===== src/rtl/voice_allocator_pkg.sv =====
// Shared encodings for the voice allocator: FSM states, slot states and
// candidate priority classes used while scanning the voice pool.
package voice_allocator_pkg;

    typedef enum logic [1:0] {
        ST_IDLE   = 2'd0,
        ST_SCAN   = 2'd1,
        ST_COMMIT = 2'd2,
        ST_GAP    = 2'd3
    } fsm_t;

    typedef enum logic [1:0] {
        SLOT_FREE      = 2'd0,
        SLOT_ACTIVE    = 2'd1,
        SLOT_RELEASING = 2'd2
    } slot_t;

    // Lower value wins. CLS_MATCH doubles as the note-off hit class.
    typedef enum logic [2:0] {
        CLS_MATCH = 3'd0,
        CLS_FREE  = 3'd1,
        CLS_REL   = 3'd2,
        CLS_ACT   = 3'd3,
        CLS_NONE  = 3'd4
    } cls_t;

    function automatic logic cls_better(input cls_t c, input cls_t cand, input logic older);
        return (c < cand) || ((c == cand) && ((c == CLS_REL) || (c == CLS_ACT)) && older);
    endfunction

endpackage


===== src/rtl/voice_allocator_if.sv =====
// Event handshake from the sequencer plus the per-voice control bus.
// slave = allocator side, master = event source / voice array side.
interface voice_allocator_if #(
    parameter int NUM_VOICES = 4,
    parameter int NOTE_BITS  = 7,
    parameter int FREQ_BITS  = 16
);
    logic                            ev_valid;
    logic                            ev_ready;
    logic                            ev_note_on;
    logic [NOTE_BITS-1:0]            ev_note;
    logic [FREQ_BITS-1:0]            ev_freq;
    logic [NUM_VOICES-1:0]           voice_gate;
    logic [NUM_VOICES*FREQ_BITS-1:0] voice_freq;
    logic [NUM_VOICES-1:0]           voice_busy;
    logic                            steal_pulse;

    modport master (
        output ev_valid, ev_note_on, ev_note, ev_freq,
        input  ev_ready, voice_gate, voice_freq, voice_busy, steal_pulse
    );

    modport slave (
        input  ev_valid, ev_note_on, ev_note, ev_freq,
        output ev_ready, voice_gate, voice_freq, voice_busy, steal_pulse
    );
endinterface


===== src/rtl/voice_allocator_slot.sv =====
// One voice slot: state, note, freq, gate, saturating age and release timer.
// Latency: strobes take effect on the next edge.
// Backpressure: none, strobes are always accepted.
module voice_allocator_slot
    import voice_allocator_pkg::*;
#(
    parameter int NOTE_BITS    = 7,
    parameter int FREQ_BITS    = 16,
    parameter int AGE_BITS     = 8,
    parameter int RELEASE_BITS = 20,
    parameter int RELEASE_HOLD = 1000000
) (
    input  logic                 clk,
    input  logic                 rst,
    input  logic                 assign_en,
    input  logic                 assign_gate,
    input  logic [NOTE_BITS-1:0] assign_note,
    input  logic [FREQ_BITS-1:0] assign_freq,
    input  logic                 gate_on,
    input  logic                 gate_off,
    input  logic                 age_inc,
    output slot_t                state,
    output logic [NOTE_BITS-1:0] note,
    output logic [FREQ_BITS-1:0] freq,
    output logic                 gate,
    output logic [AGE_BITS-1:0]  age
);

    localparam logic [RELEASE_BITS-1:0] HOLD = RELEASE_BITS'(RELEASE_HOLD);

    logic [RELEASE_BITS-1:0] rel_timer;

    always_ff @(posedge clk or posedge rst) begin
        if (rst) begin
            state     <= SLOT_FREE;
            note      <= '0;
            freq      <= '0;
            gate      <= 1'b0;
            age       <= '0;
            rel_timer <= '0;
        end else if (assign_en) begin
            // Assignment wins over a release expiring on the same edge.
            state     <= SLOT_ACTIVE;
            note      <= assign_note;
            freq      <= assign_freq;
            gate      <= assign_gate;
            age       <= '0;
            rel_timer <= '0;
        end else if (gate_off) begin
            state     <= SLOT_RELEASING;
            gate      <= 1'b0;
            rel_timer <= HOLD;
        end else begin
            if (gate_on) begin
                gate <= 1'b1;
            end
            if (age_inc && (state != SLOT_FREE) && (age != '1)) begin
                age <= age + 1'b1;
            end
            if (state == SLOT_RELEASING) begin
                if (rel_timer <= RELEASE_BITS'(1)) begin
                    state     <= SLOT_FREE;
                    rel_timer <= '0;
                end else begin
                    rel_timer <= rel_timer - 1'b1;
                end
            end
        end
    end

endmodule


===== src/rtl/voice_allocator.sv =====
// Polyphonic voice scheduler: assigns note events to a pool of voice slots, stealing when full.
// Latency: accept at e0, one slot scanned per edge, outputs update at e(NUM_VOICES+1) (+RETRIG_GAP on retrigger).
// Backpressure: ev_ready only in IDLE; one event in flight at a time.
module voice_allocator
    import voice_allocator_pkg::*;
#(
    parameter int NUM_VOICES   = 4,
    parameter int FREQ_BITS    = 16,
    parameter int NOTE_BITS    = 7,
    parameter int AGE_BITS     = 8,
    parameter int RELEASE_BITS = 20,
    parameter int RELEASE_HOLD = 1000000,
    parameter int RETRIG_GAP   = 4
) (
    input  logic             clk,
    input  logic             rst,
    voice_allocator_if.slave bus
);

    localparam int IDX_BITS = (NUM_VOICES > 1) ? $clog2(NUM_VOICES) : 1;
    localparam int GAP_BITS = $clog2(RETRIG_GAP + 1);
    localparam logic [IDX_BITS-1:0] LAST_IDX = IDX_BITS'(NUM_VOICES - 1);

    fsm_t                 state;
    logic [IDX_BITS-1:0]  scan_idx;
    logic [IDX_BITS-1:0]  cand_idx;
    cls_t                 cand_cls;
    logic [AGE_BITS-1:0]  cand_age;
    logic                 ev_on_q;
    logic [NOTE_BITS-1:0] ev_note_q;
    logic [FREQ_BITS-1:0] ev_freq_q;
    logic [GAP_BITS-1:0]  gap_cnt;
    logic                 steal_q;

    slot_t                slot_state [NUM_VOICES];
    logic [NOTE_BITS-1:0] slot_note  [NUM_VOICES];
    logic [FREQ_BITS-1:0] slot_freq  [NUM_VOICES];
    logic                 slot_gate  [NUM_VOICES];
    logic [AGE_BITS-1:0]  slot_age   [NUM_VOICES];

    logic  commit_on, commit_off, gap_done, assign_gate;
    slot_t sc_state;
    logic [AGE_BITS-1:0] sc_age;
    cls_t  scan_cls;

    assign commit_on   = (state == ST_COMMIT) && ev_on_q;
    assign commit_off  = (state == ST_COMMIT) && !ev_on_q && (cand_cls == CLS_MATCH);
    assign gap_done    = (state == ST_GAP) && (gap_cnt == GAP_BITS'(1));
    assign assign_gate = !slot_gate[cand_idx];

    // Classify the slot under the scan pointer against the latched event.
    always_comb begin
        sc_state = slot_state[scan_idx];
        sc_age   = slot_age[scan_idx];
        scan_cls = CLS_NONE;
        if (ev_on_q) begin
            if ((sc_state != SLOT_FREE) && (slot_note[scan_idx] == ev_note_q)) scan_cls = CLS_MATCH;
            else if (sc_state == SLOT_FREE)                                    scan_cls = CLS_FREE;
            else if (sc_state == SLOT_RELEASING)                               scan_cls = CLS_REL;
            else                                                               scan_cls = CLS_ACT;
        end else if ((sc_state == SLOT_ACTIVE) && (slot_note[scan_idx] == ev_note_q)) begin
            scan_cls = CLS_MATCH;
        end
    end

    for (genvar i = 0; i < NUM_VOICES; i++) begin : g_slot
        logic sel;
        assign sel = (cand_idx == IDX_BITS'(i));

        voice_allocator_slot #(
            .NOTE_BITS    (NOTE_BITS),
            .FREQ_BITS    (FREQ_BITS),
            .AGE_BITS     (AGE_BITS),
            .RELEASE_BITS (RELEASE_BITS),
            .RELEASE_HOLD (RELEASE_HOLD)
        ) u_slot (
            .clk         (clk),
            .rst         (rst),
            .assign_en   (commit_on && sel),
            .assign_gate (assign_gate),
            .assign_note (ev_note_q),
            .assign_freq (ev_freq_q),
            .gate_on     (gap_done && sel),
            .gate_off    (commit_off && sel),
            .age_inc     (commit_on && !sel),
            .state       (slot_state[i]),
            .note        (slot_note[i]),
            .freq        (slot_freq[i]),
            .gate        (slot_gate[i]),
            .age         (slot_age[i])
        );
    end

    always_ff @(posedge clk or posedge rst) begin
        if (rst) begin
            state     <= ST_IDLE;
            scan_idx  <= '0;
            cand_idx  <= '0;
            cand_cls  <= CLS_NONE;
            cand_age  <= '0;
            ev_on_q   <= 1'b0;
            ev_note_q <= '0;
            ev_freq_q <= '0;
            gap_cnt   <= '0;
            steal_q   <= 1'b0;
        end else begin
            steal_q <= 1'b0;
            case (state)
                ST_IDLE: begin
                    if (bus.ev_valid) begin
                        ev_on_q   <= bus.ev_note_on;
                        ev_note_q <= bus.ev_note;
                        ev_freq_q <= bus.ev_freq;
                        scan_idx  <= '0;
                        cand_idx  <= '0;
                        cand_cls  <= CLS_NONE;
                        cand_age  <= '0;
                        state     <= ST_SCAN;
                    end
                end
                ST_SCAN: begin
                    // Strict compare keeps the lowest index on equal class and age.
                    if (cls_better(scan_cls, cand_cls, sc_age > cand_age)) begin
                        cand_cls <= scan_cls;
                        cand_idx <= scan_idx;
                        cand_age <= sc_age;
                    end
                    if (scan_idx == LAST_IDX) state <= ST_COMMIT;
                    else                      scan_idx <= scan_idx + 1'b1;
                end
                ST_COMMIT: begin
                    state <= ST_IDLE;
                    if (ev_on_q) begin
                        steal_q <= (slot_state[cand_idx] != SLOT_FREE) &&
                                   (slot_note[cand_idx] != ev_note_q);
                        if (slot_gate[cand_idx]) begin
                            gap_cnt <= GAP_BITS'(RETRIG_GAP);
                            state   <= ST_GAP;
                        end
                    end
                end
                ST_GAP: begin
                    if (gap_cnt == GAP_BITS'(1)) state <= ST_IDLE;
                    else                         gap_cnt <= gap_cnt - 1'b1;
                end
                default: state <= ST_IDLE;
            endcase
        end
    end

    assign bus.ev_ready    = (state == ST_IDLE) && !rst;
    assign bus.steal_pulse = steal_q;

    always_comb begin
        bus.voice_gate = '0;
        bus.voice_busy = '0;
        bus.voice_freq = '0;
        for (int i = 0; i < NUM_VOICES; i++) begin
            bus.voice_gate[i]                      = slot_gate[i];
            bus.voice_busy[i]                      = (slot_state[i] != SLOT_FREE);
            bus.voice_freq[i*FREQ_BITS +: FREQ_BITS] = slot_freq[i];
        end
    end

endmodule


===== src/flat_wrapper.sv =====
// flat-port wrapper written by rule: the top's interface ports become plain ports
module voice_allocator_flat import voice_allocator_pkg::*;
#(
    parameter int NUM_VOICES   = 4,
    parameter int FREQ_BITS    = 16,
    parameter int NOTE_BITS    = 7,
    parameter int AGE_BITS     = 8,
    parameter int RELEASE_BITS = 20,
    parameter int RELEASE_HOLD = 1000000,
    parameter int RETRIG_GAP   = 4
)
  (clk, rst, bus_ev_valid, bus_ev_note_on, bus_ev_note, bus_ev_freq, bus_ev_ready, bus_voice_gate, bus_voice_freq, bus_voice_busy, bus_steal_pulse);
  voice_allocator_if #(.NUM_VOICES(NUM_VOICES), .NOTE_BITS(NOTE_BITS), .FREQ_BITS(FREQ_BITS)) bus_i ();
  input  logic clk;
  input  logic rst;
  input wire logic [$bits(bus_i.ev_valid)-1:0] bus_ev_valid;
  input wire logic [$bits(bus_i.ev_note_on)-1:0] bus_ev_note_on;
  input wire logic [$bits(bus_i.ev_note)-1:0] bus_ev_note;
  input wire logic [$bits(bus_i.ev_freq)-1:0] bus_ev_freq;
  output wire logic [$bits(bus_i.ev_ready)-1:0] bus_ev_ready;
  output wire logic [$bits(bus_i.voice_gate)-1:0] bus_voice_gate;
  output wire logic [$bits(bus_i.voice_freq)-1:0] bus_voice_freq;
  output wire logic [$bits(bus_i.voice_busy)-1:0] bus_voice_busy;
  output wire logic [$bits(bus_i.steal_pulse)-1:0] bus_steal_pulse;
  assign bus_i.ev_valid = bus_ev_valid;
  assign bus_i.ev_note_on = bus_ev_note_on;
  assign bus_i.ev_note = bus_ev_note;
  assign bus_i.ev_freq = bus_ev_freq;
  assign bus_ev_ready = bus_i.ev_ready;
  assign bus_voice_gate = bus_i.voice_gate;
  assign bus_voice_freq = bus_i.voice_freq;
  assign bus_voice_busy = bus_i.voice_busy;
  assign bus_steal_pulse = bus_i.steal_pulse;
  voice_allocator #(.NUM_VOICES(NUM_VOICES), .FREQ_BITS(FREQ_BITS), .NOTE_BITS(NOTE_BITS), .AGE_BITS(AGE_BITS), .RELEASE_BITS(RELEASE_BITS), .RELEASE_HOLD(RELEASE_HOLD), .RETRIG_GAP(RETRIG_GAP)) u_core (.clk(clk), .rst(rst), .bus(bus_i));
endmodule

===== config.mk =====
export PLATFORM = sky130hd
export DESIGN_NAME = voice_allocator_flat
export DESIGN_NICKNAME = d
export VERILOG_FILES = /design/src/rtl/voice_allocator_pkg.sv /design/src/rtl/voice_allocator_if.sv /design/src/rtl/voice_allocator_slot.sv /design/src/rtl/voice_allocator.sv /design/src/flat_wrapper.sv
export SDC_FILE = /design/constraint.sdc
export NUM_CORES = 1
export LEC_CHECK = 0
export CAP_MARGIN = 5
export CORE_MARGIN = 3
export CORE_UTILIZATION = 40
export CTS_CLUSTER_DIAMETER = 120
export DETAILED_ROUTE_END_ITERATION = 10
export GPL_ROUTABILITY_DRIVEN = 0
export PLACE_DENSITY_LB_ADDON = 0.15
export REMOVE_ABC_BUFFERS = 1
export SLEW_MARGIN = 20
export SYNTH_ARGS = -nofsm -noshare
export SYNTH_HDL_FRONTEND = slang
export SYNTH_SLANG_ARGS = --single-unit

===== constraint.sdc =====
create_clock -name clk -period 9.7 [get_ports clk]
set_clock_uncertainty 0.15 [all_clocks]
set_input_delay 1.94 -clock clk [delete_from_list [all_inputs] [get_ports clk]]
set_output_delay 1.94 -clock clk [all_outputs]
set_load 0.01 [all_outputs]

==> impl_metrics.csv, run 1 <==
group,metric,value,unit
outcome,status,"finished, final reports clean",
sta,fin_crit_sh,54.5,%
yosys,ys_ff_latch,261,
sta,worst_pin_slew,1.06,ns
floorplanning,ios,101,
sta,max_freq,189,MHz
floorplanning,num_rows,66,
yosys,synth_area_leaders,"dfrtp_1 49%, nand2_1 8.4%, mux2_2 4.5%",
setup_path,reg2reg_from,"u_core.scan_idx[1]",
clocking,clk_path_buf_depth,3,
global_routing,track_usage,19.2,%
layout,layout_commonest_cell,"nand2_1",
placement,port_buffers,100,
setup_path,critPathLaunchType,"input port",
sta,finalMaxSlewViolations,0,
setup_path,crit_path_start,"rst",
route,drt_iter0_drc,743,
route,wl,33700,um
placement,dp.final_hpwl,21700,um
clocking,clock_latency,0.55,ns
hold_path,holdCritPathClass,"flip-flop to flip-flop",
global_routing,grt_pass1_wl,56400,um
layout,diodes,0,
setup_path,crit_slowest_cell,"clkdlybuf4s50_1",
route,viasPerCell,5.34,
route,drc,0,
layout,fin_nets,1512,
power,vdd_drop_max,135,uV
setup_path,worstPathCellList,"clkdlybuf4s50_1 -> nor3_1 -> clkdlybuf4s50_1",
clocking,clkTransAtPathRegs,0.06,ns
floorplanning,die_h,188,um
floorplanning,start_util,40.7,%
yosys,synth_top_cell_area_share,49.0,%
route,drtAntennaViolNets,0,
sta,setup_viol,0,
clocking,cts_resized,0,
yosys,yosysTopAreaCell,"dfrtp_1",
setup_path,max_stage_delay,0.57,ns
power,p_leak,7.05,nW
sta,finalHoldViolCount,0,
clocking,root_buffer,"clkbuf_16",
flow_run,maxCapViolCount,0,
global_routing,grt_max_degree,156,
power,power,4.65,mW
global_routing,grt_pass1_vias,10310,
setup_path,worst_setup_path_end_kind,"output pin",
clocking,htree_levels,1,
yosys,avgSynthCellArea,9.64,um^2
setup_path,crit_fanout,2,
setup_path,crit_arrival,3.19,ns
clocking,tritoncts,"done",
yosys,ys_types,69,
layout,area_delta_synth_final,18.8,%
setup_path,path_class,"input port to output pin",
hold_path,min_from,"u_core.g_slot[0].u_slot.freq[5]",
yosys,syn_area,13300,um^2
setup_path,cp_common_cell,"clkdlybuf4s50_1",
route,wire_per_inst,17.5,um
yosys,ys.warnings.count,0,
layout,final_cell_mix,"299 x nand2_1, 260 x dfrtp_1, 123 x nor2_1, 100 x clkdlybuf4s50_1, 73 x o21ai_0",
sta,slew_headroom,29.2,%
yosys,synth_edf_count,0,
clocking,cts_setup_buffers,0,
sta,fin_tns_setup,0,ns
sta,fin_crit,5.28,ns
setup_path,required,7.61,ns
clocking,cts_inserted_buffers,31,
layout,fin_area,15800,um^2
yosys,yosys_most_used_dff,"dfrtp_1",
route,drtPass1Iterations,5,
global_routing,grt.overflow.total,0,
yosys,async_reset_ff_share,100,%
layout,drive_gt1_share,12.1,%
sta,rsz0062_at_grt,"no",
floorplanning,core_area,32600,um^2
global_routing,antenna_found_initial,0,
floorplanning,die_width,188,um
power,p_per_area,294,nW/um^2
yosys,yosysSeqAreaShare,49.1,%
yosys,syn_inst,1379,
placement,placed_cell_area,14700,um^2
clocking,hold_buffers,0,
clocking,numClockSinks,261,
route,num_vias,10271,
floorplanning,dieArea,35500,um^2
[Yosys cell counts (all sizes together) (3+ instances only)]
library cell and n:
o21a 3, xor2 27, dfrtp 260, a21o 5
or2 6, mux4 20, nand3 29, o21ai 79
a32o 3, a21oi 40, a31oi 11, o31ai 15
nor4 16, o41ai 9, o32ai 3, o211ai 3
xnor2 35, buf 21, mux2i 28, nand2 299
or4b 3, or3 22, nand4 8, nand2b 14
a22o 13, nor2 137, o21bai 3, and3 5
o22a 3, ha 26, or4 11, clkbuf 45
o221ai 3, o22ai 3, inv 42, nor3 44
mux2 53, nor2b 11
[metal layers]
metal  global-route usage (%)  vias to the layer above  routed length [um]
met5                        0                        -                   0
li1                         -                     4935                   -
met1                     26.9                     5072               15600
met3                     4.22                       40                2020
met2                     30.8                      224               15500
met4                     4.42                        0                 628
[worst max-delay path: cells and delay by family]
kind	cells	cell delay [ns]
buffers and inverters	2	1.07
AND/OR/NAND/NOR	1	0.18
[kinds of logic (layout without fill, tap and decap cells)]
family,Yosys count,after routing,synth area share (%)
and+or+nand+nor,617,617,21.2
DFF,261,261,49.1
AOI/OAI and AO/OA,204,204,9.73
buffers and inverters,108,212,3.42
muxes,101,101,9.99
xor gates and xnor gates,62,62,4.09
adders and majority gates,26,26,2.45
[power breakdown]
part           internal, mW  switching, mW
logic                 0.762          0.825
registers              1.44          0.395
clock network         0.768          0.462
total                  2.97           1.68
[area by class of cell]
| cell class | instances | area (um^2) |
|---|---|---|
| fillers | 3072 | 16800 |
| repair buffers | 113 | 1110 |
| well taps | 442 | 553 |
| flip-flops and latches | 261 | 6530 |
| inverters | 42 | 165 |
| clock inverters | 16 | 211 |
| multi-input cells | 1010 | 6340 |
| clock buffers | 41 | 883 |
[stage by stage]
stage | setup WS (ns) | instances | utilization (%) | hold slack [ns]
floorplan | 0.428 | 1313 | - | 0.300
global placement | 4.43 | 1868 | 45.1 | 0.307
detailed placement | 4.41 | 1868 | 45.1 | 0.311
CTS | 4.41 | 1925 | 48.4 | 0.327
global route | 4.33 | 1925 | 48.4 | 0.360
finish | 4.42 | 1925 | 48.4 | 0.321
[worst paths after layout]
check | endpoint | slack (ns) | depth (start not counted)
setup / recovery | bus_ev_ready | 4.42 | 3
hold / removal | u_core.g_slot[0].u_slot.freq[5] | 0.32 | 2
setup reg to reg | u_core.cand_cls[0] | 4.69 | 16
hold reg to reg | u_core.g_slot[0].u_slot.freq[5] | 0.32 | 2
max in group asynchronous | u_core.g_slot[0].u_slot.freq[0] | 6.27 | 3
min in group asynchronous | u_core.g_slot[1].u_slot.rel_timer[2] | 1.81 | 2
[sequential cells by signal, indices dropped and copies added (netlist names)]
signal / count
u_core.g_slot.u_slot.rel_timer: 80
u_core.g_slot.u_slot.freq: 64
u_core.g_slot.u_slot.age: 32
u_core.g_slot.u_slot.note: 28
u_core.ev_freq_q: 16
u_core.cand_age: 8
u_core.g_slot.u_slot.state: 8
u_core.ev_note_q: 7
u_core.g_slot.u_slot.gate: 4
u_core.cand_cls: 3
u_core.gap_cnt: 3
u_core.cand_idx: 2
u_core.scan_idx: 2
u_core.state: 2
u_core.bus.steal_pulse: 1
u_core.ev_on_q: 1
Note: power is estimated with default switching activity, not from simulation.
==> run 2, diff against run 1 <==
clock period = 4.6 ns   (was 9.7 ns; I/O delays follow)
==> run 2 against run 1 <==
  * Cell count rose by 0.78%
  * Power rose by 110%
  * Design area up 1.0%
  * Setup slack lost 3.9 ns
  * Sequential share of layout area shrank 0.41 points
==> impl_metrics.csv, run 2 (same netlist as run 1, synthesis figures left out) <==
group,metric,value,unit
placement,dp_cells,1881,
setup_path,reg2reg_setup_slack,0.56,ns
placement,dp.final_hpwl,22800,um
sta,worst_pin_slew,0.883,ns
sta,setup_viol,0,
setup_path,crit_path_start,"u_core.scan_idx[1]",
sta,hold-worst-slack,0.321,ns
setup_path,crit_end,"u_core.cand_age[5]",
route,viasPerCell,5.31,
clocking,clk_path_buf_depth,3,
setup_path,path_class,"flip-flop to flip-flop",
setup_path,rr_endpoint,"u_core.cand_age[5]",
setup_path,worst_setup_path_end_kind,"flip-flop",
sta,rsz0062_at_grt,"no",
layout,largest-register,"u_core.g_slot.u_slot.rel_timer",
sta,finalHoldViolCount,0,
setup_path,worstPathCellList,"mux2i_1 -> mux2_2 -> o221ai_1 -> o21ai_0 -> nor3_1 -> buf_4 -> a31oi_1 -> ha_1 -> nand3_1 -> nor2_1 -> o21ai_0 -> a21oi_1 -> o21ai_0 -> o31ai_2 -> buf_4 -> mux2i_1",
sta,fin_tns_setup,0,ns
setup_path,max_stage_delay,0.69,ns
clocking,cts_resized,0,
layout,stdcell_count,1940,
route,num_vias,10298,
floorplanning,die_h,188,um
flow_run,maxCapViolCount,0,
clocking,clock_latency,0.59,ns
floorplanning,start_util,40.7,%
clocking,clkTransAtPathRegs,0.06,ns
clocking,cts_setup_buffers,0,
floorplanning,num_rows,66,
global_routing,grt_max_degree,68,
sta,slew_headroom,40.8,%
power,swShare,36.5,%
route,drtAntennaViolNets,0,
setup_path,crit_slowest_cell,"dfrtp_1",
placement,port_buffers,100,
clocking,tritoncts,"done",
sta,fin_crit_sh,87.7,%
floorplanning,dieArea,35500,um^2
global_routing,grt_pass1_wl,56600,um
floorplanning,die_width,188,um
power,p_leak,7.11,nW
layout,nFillCells,3039,
setup_path,crit_fanout,11,
clocking,htree_levels,1,
power,p_comb_share,33.7,%
power,internal-power,6.31,mW
setup_path,reg2reg_from,"u_core.scan_idx[1]",
setup_path,r2r_cells,16,
global_routing,grt.overflow.total,0,
power,power_frac_seq,39.1,%
layout,largest_reg_flops,80,
power,vdd_drop_max,373,uV
hold_path,holdCritPathClass,"flip-flop to flip-flop",
layout,largestRegisters,"u_core.g_slot.u_slot.rel_timer x80, u_core.g_slot.u_slot.freq x64, u_core.g_slot.u_slot.age x32",
sta,fin_crit,4.04,ns
global_routing,grt_pass1_vias,10283,
global_routing,track_usage,19.5,%
route,drc,0,
setup_path,crit_arrival,4.38,ns
setup_path,required,4.95,ns
route,drt_iter0_drc,650,
route,drtPass1Iterations,5,
outcome,status,"finished, final reports clean",
route,wl,34300,um
setup_path,cp_common_cell,"o21ai_0",
layout,area_delta_synth_final,20.0,%
setup_path,critPathLaunchType,"flip-flop",
layout,fin_nets,1525,
clocking,root_buffer,"clkbuf_16",
floorplanning,core_area,32600,um^2
sta,finalMaxSlewViolations,0,
power,clockPowerShare,27.2,%
global_routing,antenna_found_initial,1,
layout,final_cell_mix,"299 x nand2_1, 260 x dfrtp_1, 123 x nor2_1, 100 x clkdlybuf4s50_1, 74 x o21ai_0",
layout,layout_commonest_cell,"nand2_1",
floorplanning,ios,101,
clocking,cts_inserted_buffers,31,
clocking,numClockSinks,261,
clocking,hold_buffers,0,
sta,max_freq,248,MHz
layout,drive_gt1_share,13.0,%
power,p_sw,3.63,mW
route,wire_per_inst,17.7,um
power,p_per_area,623,nW/um^2
[run 2: cell types whose count changed in the layout (fill, tap and decap cells not counted), sizes merged]
| cell | before | now |
|---|---|---|
| buf | 13 | 26 |
| bufinv | 5 | 6 |
| clkbuf | 41 | 36 |
| clkinv | 10 | 5 |
| clkinvlp | 1 | 9 |
| diode | 0 | 1 |
| inv | 42 | 44 |
[run 2: worst max-delay path, delay by kind of cell, from the launching register on]
family | cells | cell delay, ns
adders and majority gates | 1 | 0.31
DFF | 1 | 0.69
buffers and inverters | 2 | 0.48
AOI/OAI and AO/OA | 7 | 1.07
and+or+nand+nor | 3 | 0.42
muxes | 3 | 0.85
[run 2: how the worst min path moves through the flow]
stage / from / endpoint / depth (start not counted)
final: u_core.g_slot[0].u_slot.freq[4] / u_core.g_slot[0].u_slot.freq[4] / 2
after global routing: u_core.g_slot[0].u_slot.freq[4] / u_core.g_slot[0].u_slot.freq[4] / 2
after detailed placement: u_core.g_slot[0].u_slot.freq[2] / u_core.g_slot[0].u_slot.freq[2] / 2
after CTS: u_core.g_slot[0].u_slot.freq[4] / u_core.g_slot[0].u_slot.freq[4] / 2
after floorplan: u_core.gap_cnt[1] / u_core.gap_cnt[1] / 2
after global placement: u_core.g_slot[2].u_slot.freq[14] / u_core.g_slot[2].u_slot.freq[14] / 2
[run 2: metrics by stage]
stage	setup WS, ns	utilization (%)	cell area, um^2	total power [mW]
global placement	0.553	45.4	14800	7.22
detailed placement	0.503	45.4	14800	7.27
floorplan	-3.65	-	13000	6.00
global route	0.195	48.9	16000	10.7
CTS	0.506	48.9	16000	10.1
finish	0.564	48.9	16000	9.94
[run 2: layout make-up]
cell class	count	area [um^2]	area share (%)
antenna	1	2.50	0.0157
clock buffer	36	835	5.23
clock inverter	22	305	1.91
inverter	42	165	1.04
multi-input combinational	1010	6340	39.7
sequential	261	6530	40.9
tap	442	553	3.47
timing repair buffer	126	1220	7.65
[run 2: routing by layer]
| metal | vias up | GRT usage (%) | share of wire (%) |
|---|---|---|---|
| li1 | 4960 | - | - |
| met1 | 5047 | 27.3 | 46 |
| met2 | 237 | 30.4 | 45 |
| met3 | 54 | 4.95 | 6.3 |
| met4 | 0 | 5.31 | 2.7 |
| met5 | - | 0 | 0 |
[run 2: power by group through the flow]
stage          sequential, mW  clock (mW)  combinational, mW
3_5_place_dp             3.91           0               3.36
6_report                 3.89        2.70               3.35
5_1_grt                  4.02        2.87               3.76
2_1_floorplan            3.80           0               2.20
3_3_place_gp             3.90           0               3.31
4_1_cts                  3.89        2.78               3.38
==> run 3, diff against run 2 <==
MAX_ROUTING_LAYER = met4   (was not set)
==> run 3 against run 2 <==
  * Power is essentially flat
  * Sequential cell count is the same
  * Via count grew 0.32%
  * Non-clock buffer count is the same
==> impl_metrics.csv, run 3 (same netlist as run 1, synthesis figures left out) <==
group,metric,value,unit
outcome,status,"finished, final reports clean",
clocking,clkTransAtPathRegs,0.06,ns
floorplanning,core_area,32600,um^2
route,drc,0,
layout,largest-register,"u_core.g_slot.u_slot.rel_timer",
setup_path,reg2reg_setup_slack,0.53,ns
setup_path,worst_setup_path_end_kind,"flip-flop",
setup_path,critPathLaunchType,"flip-flop",
clocking,hold_buffers,0,
global_routing,grt_max_degree,68,
route,viasPerCell,5.33,
placement,dp_cells,1881,
placement,placed_cell_area,14800,um^2
clocking,tritoncts,"done",
sta,fin_crit,4.07,ns
placement,port_buffers,100,
setup_path,path_class,"flip-flop to flip-flop",
layout,fin_nets,1525,
setup_path,max_stage_delay,0.70,ns
sta,fin_crit_sh,88.5,%
layout,seq_area,6530,um^2
route,drtAntennaViolNets,0,
floorplanning,die_width,188,um
power,p_leak,7.11,nW
clocking,cts_setup_buffers,0,
setup_path,r2r_cells,16,
route,drt_iter0_drc,746,
layout,drive_gt1_share,13.0,%
clocking,htree_levels,1,
sta,fin_ws,0.531,ns
global_routing,grt_pass1_vias,10292,
power,p_per_area,623,nW/um^2
setup_path,crit_path_start,"u_core.scan_idx[1]",
layout,largestRegisters,"u_core.g_slot.u_slot.rel_timer x80, u_core.g_slot.u_slot.freq x64, u_core.g_slot.u_slot.age x32",
sta,slew_headroom,37.0,%
clocking,cts_inserted_buffers,31,
clocking,cts_resized,0,
route,wire_per_inst,17.7,um
layout,stdcell_count,1940,
layout,largest_reg_flops,80,
floorplanning,ios,101,
power,vdd_drop_max,373,uV
setup_path,reg2reg_from,"u_core.scan_idx[1]",
setup_path,crit_arrival,4.42,ns
layout,multi_input_area,6340,um^2
setup_path,rr_endpoint,"u_core.cand_age[5]",
sta,max_freq,246,MHz
global_routing,track_usage,20.1,%
placement,dp.final_hpwl,22800,um
flow_run,maxCapViolCount,0,
setup_path,crit_slowest_cell,"dfrtp_1",
sta,finalHoldViolCount,0,
hold_path,holdCritPathClass,"flip-flop to flip-flop",
route,drtPass1Iterations,5,
floorplanning,start_util,40.7,%
sta,worst_pin_slew,0.940,ns
floorplanning,die_h,188,um
setup_path,crit_end,"u_core.cand_age[5]",
floorplanning,num_rows,66,
layout,area_delta_synth_final,20.0,%
setup_path,cp_common_cell,"o21ai_0",
sta,rsz0062_at_grt,"no",
clocking,clock_latency,0.59,ns
global_routing,antenna_found_initial,1,
setup_path,crit_fanout,11,
placement,place_ws,0.503,ns
layout,final_cell_mix,"299 x nand2_1, 260 x dfrtp_1, 123 x nor2_1, 100 x clkdlybuf4s50_1, 74 x o21ai_0",
setup_path,worstPathCellList,"mux2i_1 -> mux2_2 -> o221ai_1 -> o21ai_0 -> nor3_1 -> buf_4 -> a31oi_1 -> ha_1 -> nand3_1 -> nor2_1 -> o21ai_0 -> a21oi_1 -> o21ai_0 -> o31ai_2 -> buf_4 -> mux2i_1",
sta,setup_viol,0,
global_routing,grt.overflow.total,0,
layout,fin_area,16000,um^2
route,wl,34400,um
setup_path,required,4.95,ns
sta,finalMaxSlewViolations,0,
layout,nFillCells,3039,
clocking,clk_path_buf_depth,3,
clocking,numClockSinks,261,
hold_path,min_from,"u_core.g_slot[0].u_slot.freq[4]",
sta,hold-worst-slack,0.321,ns
clocking,root_buffer,"clkbuf_16",
route,num_vias,10331,
power,power,9.94,mW
global_routing,grt_pass1_wl,56600,um
layout,layout_commonest_cell,"nand2_1",
floorplanning,dieArea,35500,um^2
run 3: worst min path at each step:
stage                                                   to  slack, ns  depth (start not counted)
final                      u_core.g_slot[0].u_slot.freq[4]       0.32                          2
after global routing       u_core.g_slot[0].u_slot.freq[4]       0.35                          2
after CTS                  u_core.g_slot[0].u_slot.freq[4]       0.33                          2
after detailed placement   u_core.g_slot[0].u_slot.freq[2]       0.31                          2
after global placement    u_core.g_slot[2].u_slot.freq[14]       0.31                          2
after floorplan                          u_core.gap_cnt[1]       0.30                          2
run 3: per-stage QoR:
stage	setup TNS, ns	utilization [%]
after floorplan	-956.61	-
after global placement	0	45.4
after detailed placement	0	45.4
after CTS	0	48.9
after global routing	0	48.9
final	0	48.9
run 3: final cells by class:
cell class,count,area share (%)
multi-input cells,1010,39.7
clock buffers,36,5.23
well taps,442,3.47
inverters,42,1.04
repair buffers,126,7.65
flip-flops and latches,261,40.9
clock inverters,22,1.91
diodes,1,0.0157
run 3: worst max-delay path, delay by kind of cell, from the launching register on:
family | cells | cell delay, ns
compound gates | 7 | 1.07
mux | 3 | 0.85
flops | 1 | 0.70
buf+inv | 2 | 0.48
simple gates | 3 | 0.43
fa+ha+maj | 1 | 0.31
run 3: routing by layer:
| layer | global-route usage, % | up-vias | part of all wire, % |
|---|---|---|---|
| li1 | - | 4960 | - |
| met1 | 27.6 | 5057 | 47 |
| met2 | 30.4 | 257 | 45 |
| met3 | 4.48 | 57 | 5.9 |
| met4 | 5.31 | 0 | 2.8 |
| met5 | - | - | 0 |
run 3: power by group:
part | switching (mW) | total (mW) | internal, mW
clock network | 1.06 | 2.70 | 1.65
registers | 0.858 | 3.89 | 3.04
logic | 1.72 | 3.35 | 1.63
total | 3.63 | 9.94 | 6.31
